<file path="src/rtl/dct_stream_pkg.sv">
// Shared geometry and row-stream types for the DCT input path.
// Word/lane/block sizes live here so the reader, its interface and the bench agree.
package dct_stream_pkg;

  localparam int DCT_FIFO_WIDTH     = 256;
  localparam int DCT_LANE_WIDTH     = 64;
  localparam int DCT_ROWS_PER_BLOCK = 8;
  localparam int DCT_LANES          = DCT_FIFO_WIDTH / DCT_LANE_WIDTH;
  localparam int DCT_ROW_W          = (DCT_ROWS_PER_BLOCK > 1) ? $clog2(DCT_ROWS_PER_BLOCK) : 1;

  // Index width that never collapses to zero bits for single-entry ranges.
  function automatic int idx_w(input int n);
    return (n > 1) ? $clog2(n) : 1;
  endfunction

  typedef struct packed {
    logic [DCT_LANE_WIDTH-1:0] data;
    logic [DCT_ROW_W-1:0]      row;
    logic                      first;
    logic                      last;
  } dct_row_t;

endpackage

</file>
<file path="src/rtl/fifo_row_reader_if.sv">
// FIFO drain port plus the tagged row stream toward the row-DCT stage.
// master = the row reader, slave = FIFO/downstream side.
interface fifo_row_reader_if
  import dct_stream_pkg::*;
#(
  parameter int FIFO_WIDTH     = DCT_FIFO_WIDTH,
  parameter int LANE_WIDTH     = DCT_LANE_WIDTH,
  parameter int ROWS_PER_BLOCK = DCT_ROWS_PER_BLOCK
);

  localparam int ROW_W = idx_w(ROWS_PER_BLOCK);

  logic                  fifo_read;
  logic [FIFO_WIDTH-1:0] fifo_data;
  logic                  fifo_empty;

  logic [LANE_WIDTH-1:0] out_data;
  logic                  out_valid;
  logic                  out_ready;
  logic [ROW_W-1:0]      out_row;
  logic                  out_first;
  logic                  out_last;

  modport master (
    output fifo_read,
    input  fifo_data,
    input  fifo_empty,
    output out_data,
    output out_valid,
    input  out_ready,
    output out_row,
    output out_first,
    output out_last
  );

  modport slave (
    input  fifo_read,
    output fifo_data,
    output fifo_empty,
    input  out_data,
    input  out_valid,
    output out_ready,
    input  out_row,
    input  out_first,
    input  out_last
  );

endinterface

</file>
<file path="src/rtl/word_skid_buffer.sv">
// Two-entry word buffer that absorbs the FIFO's registered read latency.
// Storage is deliberately left unreset; only pointers and occupancy are cleared.
module word_skid_buffer
  import dct_stream_pkg::*;
#(
  parameter int WIDTH = DCT_FIFO_WIDTH
) (
  input  logic             clk,
  input  logic             rst,
  input  logic             clr_i,
  input  logic             push_i,
  input  logic [WIDTH-1:0] data_i,
  input  logic             pop_i,
  output logic [WIDTH-1:0] head_o,
  output logic [1:0]       occ_o
);

  logic [WIDTH-1:0] mem_q [2];
  logic             wr_ptr_q, wr_ptr_d;
  logic             rd_ptr_q, rd_ptr_d;
  logic [1:0]       occ_q, occ_d;
  logic             do_push;
  logic             do_pop;

  always_comb begin
    do_pop   = pop_i && (occ_q != 2'd0);
    do_push  = push_i && !clr_i && ((occ_q != 2'd2) || do_pop);
    wr_ptr_d = wr_ptr_q ^ do_push;
    rd_ptr_d = rd_ptr_q ^ do_pop;
    occ_d    = occ_q + {1'b0, do_push} - {1'b0, do_pop};
    if (clr_i) begin
      wr_ptr_d = 1'b0;
      rd_ptr_d = 1'b0;
      occ_d    = 2'd0;
    end
  end

  always_ff @(posedge clk or negedge rst) begin
    if (!rst) begin
      wr_ptr_q <= 1'b0;
      rd_ptr_q <= 1'b0;
      occ_q    <= 2'd0;
    end else begin
      wr_ptr_q <= wr_ptr_d;
      rd_ptr_q <= rd_ptr_d;
      occ_q    <= occ_d;
    end
  end

  always_ff @(posedge clk) begin
    if (do_push) begin
      mem_q[wr_ptr_q] <= data_i;
    end
  end

  assign head_o = mem_q[rd_ptr_q];
  assign occ_o  = occ_q;

endmodule

</file>
<file path="src/rtl/fifo_row_reader.sv">
// Drains 256-bit FIFO words and emits them as 64-bit rows, lane 0 first,
// tagged with the row index and first/last markers of each 8x8 block.
module fifo_row_reader
  import dct_stream_pkg::*;
#(
  parameter int FIFO_WIDTH     = DCT_FIFO_WIDTH,
  parameter int LANE_WIDTH     = DCT_LANE_WIDTH,
  parameter int ROWS_PER_BLOCK = DCT_ROWS_PER_BLOCK
) (
  input  logic              clk,
  input  logic              rst,
  input  logic              flush,
  output logic              busy,
  fifo_row_reader_if.master bus
);

  localparam int LANES  = FIFO_WIDTH / LANE_WIDTH;
  localparam int LANE_W = idx_w(LANES);
  localparam int ROW_W  = idx_w(ROWS_PER_BLOCK);

  if ((FIFO_WIDTH % LANE_WIDTH) != 0) begin : g_bad_lane_width
    $error("fifo_row_reader: FIFO_WIDTH must be a multiple of LANE_WIDTH");
  end
  if ((ROWS_PER_BLOCK % LANES) != 0) begin : g_bad_block_rows
    $error("fifo_row_reader: ROWS_PER_BLOCK must be a multiple of LANES");
  end

  logic [1:0]            occ;
  logic [FIFO_WIDTH-1:0] head;
  logic [LANE_WIDTH-1:0] lane_word [LANES];

  logic              pending_q, pending_d;
  logic [LANE_W-1:0] lane_q, lane_d;
  logic [ROW_W-1:0]  row_q, row_d;

  logic       fire;
  logic       lane_last;
  logic       row_last;
  logic       pop;
  logic [2:0] level;

  word_skid_buffer #(
    .WIDTH (FIFO_WIDTH)
  ) u_buf (
    .clk    (clk),
    .rst    (rst),
    .clr_i  (flush),
    .push_i (pending_q),
    .data_i (bus.fifo_data),
    .pop_i  (pop),
    .head_o (head),
    .occ_o  (occ)
  );

  for (genvar g = 0; g < LANES; g++) begin : g_lane
    assign lane_word[g] = head[g*LANE_WIDTH +: LANE_WIDTH];
  end

  // Issue a read only if the buffer can still hold the returning word after
  // this cycle's pop, counting the word already in flight.
  always_comb begin
    fire          = bus.out_valid && bus.out_ready;
    lane_last     = (lane_q == LANE_W'(LANES - 1));
    row_last      = (row_q == ROW_W'(ROWS_PER_BLOCK - 1));
    pop           = fire && lane_last;
    level         = 3'(occ) + 3'(pending_q) - 3'(pop);
    bus.fifo_read = rst && !flush && !bus.fifo_empty && (level < 3'd2);
  end

  always_comb begin
    lane_d    = lane_q;
    row_d     = row_q;
    pending_d = bus.fifo_read;
    if (flush) begin
      lane_d    = '0;
      row_d     = '0;
      pending_d = 1'b0;
    end else if (fire) begin
      lane_d = lane_last ? '0 : lane_q + 1'b1;
      row_d  = row_last  ? '0 : row_q + 1'b1;
    end
  end

  always_ff @(posedge clk or negedge rst) begin
    if (!rst) begin
      pending_q <= 1'b0;
      lane_q    <= '0;
      row_q     <= '0;
    end else begin
      pending_q <= pending_d;
      lane_q    <= lane_d;
      row_q     <= row_d;
    end
  end

  always_comb begin
    bus.out_valid = (occ != 2'd0);
    bus.out_data  = lane_word[lane_q];
    bus.out_row   = row_q;
    bus.out_first = (row_q == '0);
    bus.out_last  = row_last;
    busy          = (occ != 2'd0) || pending_q;
  end

endmodule
</file>
<file path="src/flat_wrapper.sv">
// flat-port wrapper written by rule: the top's interface ports become plain ports
module fifo_row_reader_flat import dct_stream_pkg::*;
#(
  parameter int FIFO_WIDTH     = DCT_FIFO_WIDTH,
  parameter int LANE_WIDTH     = DCT_LANE_WIDTH,
  parameter int ROWS_PER_BLOCK = DCT_ROWS_PER_BLOCK
)
  (clk, rst, flush, busy, bus_fifo_read, bus_fifo_data, bus_fifo_empty, bus_out_data, bus_out_valid, bus_out_ready, bus_out_row, bus_out_first, bus_out_last);
  fifo_row_reader_if #(.FIFO_WIDTH(FIFO_WIDTH), .LANE_WIDTH(LANE_WIDTH), .ROWS_PER_BLOCK(ROWS_PER_BLOCK)) bus_i ();
  input  logic clk;
  input  logic rst;
  input  logic flush;
  output logic busy;
  output wire logic [$bits(bus_i.fifo_read)-1:0] bus_fifo_read;
  input wire logic [$bits(bus_i.fifo_data)-1:0] bus_fifo_data;
  input wire logic [$bits(bus_i.fifo_empty)-1:0] bus_fifo_empty;
  output wire logic [$bits(bus_i.out_data)-1:0] bus_out_data;
  output wire logic [$bits(bus_i.out_valid)-1:0] bus_out_valid;
  input wire logic [$bits(bus_i.out_ready)-1:0] bus_out_ready;
  output wire logic [$bits(bus_i.out_row)-1:0] bus_out_row;
  output wire logic [$bits(bus_i.out_first)-1:0] bus_out_first;
  output wire logic [$bits(bus_i.out_last)-1:0] bus_out_last;
  assign bus_fifo_read = bus_i.fifo_read;
  assign bus_i.fifo_data = bus_fifo_data;
  assign bus_i.fifo_empty = bus_fifo_empty;
  assign bus_out_data = bus_i.out_data;
  assign bus_out_valid = bus_i.out_valid;
  assign bus_i.out_ready = bus_out_ready;
  assign bus_out_row = bus_i.out_row;
  assign bus_out_first = bus_i.out_first;
  assign bus_out_last = bus_i.out_last;
  fifo_row_reader #(.FIFO_WIDTH(FIFO_WIDTH), .LANE_WIDTH(LANE_WIDTH), .ROWS_PER_BLOCK(ROWS_PER_BLOCK)) u_core (.clk(clk), .rst(rst), .flush(flush), .busy(busy), .bus(bus_i));
endmodule
</file>
<file path="config.mk">
export PLATFORM = sky130hd
export DESIGN_NAME = fifo_row_reader_flat
export DESIGN_NICKNAME = d
export VERILOG_FILES = /design/src/rtl/dct_stream_pkg.sv /design/src/rtl/fifo_row_reader_if.sv /design/src/rtl/word_skid_buffer.sv /design/src/rtl/fifo_row_reader.sv /design/src/flat_wrapper.sv
export SDC_FILE = /design/constraint.sdc
export NUM_CORES = 1
export LEC_CHECK = 0
export ABC_CLOCK_PERIOD_IN_PS = 8000
export CAP_MARGIN = 20
export CORE_MARGIN = 5
export CORE_UTILIZATION = 49
export DETAILED_ROUTE_END_ITERATION = 7
export PLACE_DENSITY = 0.85
export SLEW_MARGIN = 20
export SYNTH_ARGS = -nofsm -noshare
export SYNTH_HDL_FRONTEND = slang
export SYNTH_HIERARCHICAL = 1
export SYNTH_SLANG_ARGS = --single-unit
</file>
<file path="constraint.sdc">
create_clock -name clk -period 8 [get_ports clk]
set_input_delay 1.6 -clock clk [delete_from_list [all_inputs] [get_ports clk]]
set_output_delay 1.6 -clock clk [all_outputs]
set_load 0.005 [all_outputs]
</file>
==> summary.txt, run 1 <==
Run status
  • Status: completed

Floorplanning
  • Die Wd: ~220 um
  • DIE HEIGHT: ~220 um
  • # rows: 77
  • Initial Util: ~49%
  • Core area: 0.0440 mm^2
  • I/O pin total: 333
  • Die ar.: slightly below 0.05 mm^2

Layout
  • Multi-input logic area: between 0.005 and 0.006 mm^2
  • Layout Nets: approximately 1600
  • Fraction of layout instances using a drive strength above 1: between 30 and 40%
  • Fill count: just over 3000
  • Most frequent cells in the layout: 512 x edfxtp_1, 332 x clkdlybuf4s50_1, 201 x mux2_4
  • Leading cell type in the layout, fill and taps excluded: edfxtp_1
  • FF/Latch Area: 0.0156 mm^2
  • Layout area overhead: 24.0%

Critical path
  • CP Data Required Time: ~6.4 ns
  • Worst-path cell chain: clkdlybuf4s50_1, o21a_1, and2_1, ha_1, nand2b_1, fa_1, nand4bb_1, nor2_1, clkdlybuf4s50_1
  • Slowest cell on crit path: clkdlybuf4s50_1
  • Setup Crit Path Kind: primary input to output pin
  • CP arrival: 4.25 ns
  • Most frequent cell on the critical path: clkdlybuf4s50_1
  • Crit-path max FO: 6
  • Crit path launch type: primary input
  • Worst Setup End Kind: output pin
  • Crit-path max cell delay: around 0.50 ns

Drt
  • Avg Vias per Cell: about 5.2
  • DR DRC count: 0
  • Pre-antenna DRT Iters: 4
  • Antenna viol nets, final: 0
  • Iter 0 DRT Violations: 672
  • WL/cell: 21.4 um
  • DR vias: between 9000 and 10000
  • Final WL: 41100 um

Synth
  • Number of flops mapped to enable cells by yosys: approximately 510
  • Yosys reg bits: ~520
  • Top_reg_cell synth: edfxtp_1
  • Asr flop ratio synth: 1.92%
  • Syn Area/Cell: 23.2 um^2
  • Post-Syn Instances: between 900 and 1000
  • Sequential area share after synthesis: around 72%
  • Synthesized Nets: about 1200
  • Netlist cell types: 29
  • Synth Cell Area: around 0.022 mm^2
  • Syn. warnings: 6

Clock network
  • CTS tree: done
  • CTS Sinks: between 500 and 600
  • Max H-tree Level: 2
  • Clock root buffer: clkbuf_16
  • Bufs on Longest Clock Path: 3
  • Clk slew on worst S/H paths: roughly 0.060 ns
  • CTS buffer count: 52
  • Setup Fix Bufs, Post-CTS: 0
  • Cts repair resizes: 0
  • Clk_lat worst skew: between 0.5 and 0.6 ns
  • Post-CTS Hold Fix Bufs: 0

Timing
  • Max_slew headroom: between 20% and 30%
  • Fin. max-slew vios: 0
  • Final setup viols: 0
  • Worst Max-Slew Pin Slew: roughly 1.1 ns
  • Final min period: between 5 and 6 ns
  • Peak Freq: between 150 and 200 MHz
  • Clock Skews: about 0.013 ns
  • RSZ-0062 raised after global routing: no
  • Hold Vio Cnt, Final: 0
  • Final Hold Slack: approximately 0.6 ns
  • Tcrit/Tclk final: between 70% and 80%
  • Setup TNS: 0 ns

Pwr
  • Flop pwr share: between 50% and 60%
  • Sw frac: 19.0%
  • Pint: ~4.5 mW
  • Pwr dens: approximately 210 mW/mm^2
  • Clock Power Share: between 40% and 50%
  • Psw: 1.06 mW
  • Maximum VDD drop: 0.234 mV
  • Pleak: between 8 and 9 nW
  • Combinational power share: 4.6%

Worst hold path
  • HP Class: register to register

GRT
  • Vias in the first global route: 10800
  • Global-route wire length before repair: slightly above 60000 um
  • GR Overflow Total: 0
  • Largest net degree at the start of global routing: between 100 and 150
  • GRT Util Overall: between 10% and 20%
  • Initial antenna violation count: 4

Placement
  • Routability-driven placement congestion ratio: roughly 0.75
  • Dpl hpwl: 26000 um
  • Port Buffers: 332

Run
  • Max-cap violation count: 0
final cells by class:
class                           count  area share [%]
Antenna cell                        2          0.0186
Clock buffer                       59            5.00
Clock inverter                     37           0.924
Inverter                            7          0.0975
Multi-Input combinational cell    365            20.4
Sequential cell                   522            58.0
Tap cell                          592            2.75
Timing Repair Buffer              342            12.8
per-layer routing:
metal	share of wire (%)	wire length, um	track usage [%]
met5	0.075	31	0
met4	2.1	857	4.86
met3	7.7	3170	4.76
met2	51	21100	28.2
met1	39	16000	20.6
logic make-up after synthesis:
logic type | Yosys count | synth area share [%]
compound gates | 4 | 0.155
xor+xnor | 2 | 0.144
fa+ha+maj | 10 | 0.610
buf+inv | 52 | 2.96
flops | 522 | 71.9
mux | 326 | 23.6
simple gates | 23 | 0.627
cells in the mapped netlist (6+ instances only):
library cell | instances | area [um^2]
nand2b_1 | 6 | 37.5
mux4_2 | 64 | 1440
mux2_2 | 58 | 653
inv_1 | 7 | 26.3
dfrtp_1 | 10 | 250
buf_12 | 22 | 440
buf_2 | 10 | 50.1
mux2_4 | 201 | 3020
buf_6 | 8 | 90.1
ha_1 | 9 | 113
edfxtp_1 | 512 | 15400
worst max-delay path, delay by kind of cell:
family,cells,cell delay [ns]
simple gates,4,0.68
fa+ha+maj,2,0.73
compound gates,1,0.27
buf+inv,2,0.95
path summary, 6_finish.rpt:
path                                              to  cells after the start             startpoint  slack (ns)
setup / recovery                       bus_fifo_read                      9          bus_out_ready        2.15
hold / removal                 u_core/bus.out_row[1]                      2  u_core/bus.out_row[1]        0.60
setup reg to reg           u_core/u_buf/mem_q[1][31]                      5       u_core/lane_q[0]        4.53
hold reg to reg                u_core/bus.out_row[1]                      2  u_core/bus.out_row[1]        0.60
max in group asynchronous           u_core/lane_q[0]                      1                    rst        6.25
min in group asynchronous      u_core/bus.out_row[1]                      1                    rst        1.36
power by group through the flow:
stage	Sequential (mW)	Clock, mW	Combinational (mW)
after floorplan	3.11	0	0.0685
after global placement	3.10	0	0.246
after detailed placement	3.10	0	0.255
after CTS	3.05	2.33	0.257
after global routing	3.05	2.45	0.269
final	3.05	2.27	0.254
state kept, by name, indices dropped and copies added, names as in the netlist:
signal	flops
u_core/u_buf/wr_ptr_q	1
u_core/u_buf/occ_o	2
u_core/lane_q	2
u_core/u_buf/rd_ptr_q	1
u_core/pending_q	1
u_core/bus.out_row	3
u_core/u_buf/mem_q	512
through the flow:
step	setup slack [ns]	power [mW]	std cells	area, um^2	util [%]
4_1_cts	2.16	5.64	1924	27000	61.2
2_1_floorplan	-0.779	3.18	939	21700	-
3_5_place_dp	2.16	3.36	1828	25400	57.6
3_3_place_gp	2.19	3.35	1828	25400	57.6
6_report	2.15	5.57	1926	27000	61.2
5_1_grt	2.04	5.77	1924	27000	61.2
(Power assumes the default switching activity.)
==> run 2, diff against run 1 <==
ABC_CLOCK_PERIOD_IN_PS = 5700   (was 8000)
CORE_UTILIZATION = 54   (was 49)
PLACE_DENSITY = 0.89   (was 0.85)
clock period = 5.7 ns   (was 8 ns; I/O delays follow)
==> summary.txt, run 2 (synthesis gave the netlist of run 1 again) <==
Timing
  • Hold Vio Cnt, Final: 0 (unchanged)
  • Tcrit/Tclk final: between 80% and 90%
  • Fin. max-slew vios: 0 (unchanged)
  • Worst Max-Slew Pin Slew: 1.07 ns (+0.00308 ns)
  • Max_slew headroom: 28.5% (-0.21 points)
  • Setup TNS: 0 ns (unchanged)
  • Peak Freq: about 200 MHz
  • Final min period: approximately 4.9 ns
  • Clock Skews: 0.0193 ns (+0.00583 ns)
  • Final setup viols: 0 (unchanged)
  • RSZ-0062 raised after global routing: no

GRT
  • Vias in the first global route: 11300 (+4.2%)
  • GR Overflow Total: 0 (unchanged)
  • Largest net degree at the start of global routing: 57 (-57%)
  • Initial antenna violation count: 10 (+6)
  • Global-route wire length before repair: 67000 um (+8.8%)
  • GRT Util Overall: 19.7% (+3.3 points)

Clock network
  • Clk slew on worst S/H paths: 0.06 ns (about the same)
  • Setup Fix Bufs, Post-CTS: 0 (unchanged)
  • Clk_lat worst skew: 0.58 ns (about the same)
  • Clock root buffer: clkbuf_16
  • CTS tree: done
  • CTS Sinks: 522 (unchanged)
  • Bufs on Longest Clock Path: 3 (unchanged)
  • Cts repair resizes: 0 (unchanged)
  • Post-CTS Hold Fix Bufs: 0 (unchanged)
  • Max H-tree Level: 2 (unchanged)
  • CTS buffer count: 52 (unchanged)

Layout
  • Finished layout cell area: 0.0271 mm^2 (+0.56%)
  • Most frequent cells in the layout: 512 x edfxtp_1, 332 x clkdlybuf4s50_1, 201 x mux2_4
  • Leading cell type in the layout, fill and taps excluded: edfxtp_1
  • Layout area overhead: 24.6%
  • Fraction of layout instances using a drive strength above 1: 31.9% (+0.92 points)
  • Fin cells: 1878 (-2.5%)
  • Fill count: 2440 (-20%)
  • Largest register FFs: 512 (unchanged)
  • Layout Nets: 1581 (+1.3%)
  • Most flops, register: u_core/u_buf/mem_q

Placement
  • Number of placed instances, taps included: 1781 (-2.6%)
  • Port Buffers: 332 (unchanged)
  • Routability-driven placement congestion ratio: 0.778 (+4.2%)
  • Dpl hpwl: 28700 um (+10%)
  • Post-placement cell area: 0.0255 mm^2 (+0.61%)

Pwr
  • Psw: 1.49 mW (+41%)
  • Flop pwr share: 54.7% (about the same)
  • Clock Power Share: 40.7% (about the same)
  • Sw frac: 19.1% (+0.080 points)
  • Maximum VDD drop: 0.315 mV (+35%)
  • Combinational power share: 4.6% (about the same)
  • Pleak: 9.11 nW (+1.3%)
  • Total Power: 7.82 mW (+40%)
  • Pwr dens: 288 mW/mm^2 (+40%)
  • Pint: 6.33 mW (+40%)

Run status
  • Status: completed

Run
  • Max-cap violation count: 0 (unchanged)

Critical path
  • CP Data Required Time: 4.56 ns (-1.84 ns)
  • Crit path launch type: primary input
  • Crit-path max FO: 6 (unchanged)
  • CP arrival: 3.80 ns (-0.45 ns)
  • Worst Setup End Kind: output pin
  • Setup Crit Path Kind: primary input to output pin

Drt
  • Final WL: 44300 um (+7.7%)
  • WL/cell: 23.6 um (+10%)
  • Iter 0 DRT Violations: 667 (-0.74%)
  • Avg Vias per Cell: 5.46 (+5.4%)
  • Pre-antenna DRT Iters: 5 (+1)
  • DR DRC count: 0 (unchanged)
  • Antenna viol nets, final: 0 (unchanged)
  • DR vias: 10300 (+2.7%)

Floorplanning
  • Core area: 0.0398 mm^2 (-9.6%)
  • I/O pin total: 333 (unchanged)
  • DIE HEIGHT: 211 um (-4.5%)
  • # rows: 73 (-5.2%)
  • Die ar.: 0.0444 mm^2 (-8.8%)
  • Die Wd: 211 um (-4.5%)
  • Initial Util: 54.6% (+5.2 points)

Worst hold path
  • HP Class: register to register
-- run 2: cell count changes in the layout (fill, tap and decap cells not counted), moves of 2 or more --
| cell | before | now |
|---|---|---|
| buf_12 | 4 | 11 |
| buf_4 | 6 | 19 |
| clkbuf_1 | 6 | 12 |
| clkinv_1 | 18 | 12 |
| clkinv_4 | 2 | 0 |
| clkinv_2 | 13 | 11 |
-- run 2: critical path: stages --
cell and delay, ns:
clkdlybuf4s50_1 0.45, o21a_1 0.30, and2_1 0.24, ha_1 0.24
nand2b_1 0.15, fa_1 0.49, nand4bb_1 0.13, nor2_1 0.14
clkdlybuf4s50_1 0.51
-- run 2: area by class of cell --
type / instances / area [um^2] / share of cell area (%)
well taps: 525 / 657 / 2.42
repair buffers: 362 / 3690 / 13.6
inverters: 7 / 26.3 / 0.0969
multi-input cells: 365 / 5500 / 20.3
clock inverters: 28 / 195 / 0.720
clock buffers: 66 / 1400 / 5.15
flip-flops and latches: 522 / 15600 / 57.7
diodes: 3 / 7.51 / 0.0277
-- run 2: per-stage QoR --
stage               util [%]  hold slack (ns)  setup WS [ns]
floorplan                  -            0.568          -2.62
global placement        64.1            0.571          0.812
detailed placement      64.1            0.578          0.789
CTS                     68.0            0.586          0.753
global route            68.1            0.633          0.619
finish                  68.1            0.584          0.763
-- run 2: routing by layer --
metal | wire [um] | GRT usage, % | part of all wire, %
met4 | 1100 | 6.48 | 2.5
met1 | 16800 | 24.1 | 38
met3 | 3340 | 5.72 | 7.5
met2 | 22900 | 34.1 | 52
met5 | 134 | 0 | 0.30
-- run 2: path summary, 6_finish.rpt --
| path | endpoint | slack [ns] | cells past startpoint | from |
|---|---|---|---|---|
| min reg2reg | u_core/bus.out_row[1] | 0.58 | 2 | u_core/bus.out_row[1] |
| min | u_core/bus.out_row[1] | 0.58 | 2 | u_core/bus.out_row[1] |
| max reg2reg | u_core/u_buf/mem_q[0][72] | 2.43 | 5 | u_core/lane_q[0] |
| max | bus_fifo_read | 0.76 | 9 | bus_out_ready |
| min in group asynchronous | u_core/pending_q | 0.92 | 1 | rst |
| max in group asynchronous | u_core/u_buf/rd_ptr_q | 4.38 | 1 | rst |
-- run 2: power groups by stage --
stage | sequential (mW) | combinational (mW) | clock, mW
after floorplan | 4.36 | 0.0962 | 0
after global placement | 4.35 | 0.348 | 0
after detailed placement | 4.36 | 0.362 | 0
after CTS | 4.28 | 0.366 | 3.25
after global routing | 4.28 | 0.384 | 3.43
final | 4.28 | 0.362 | 3.18
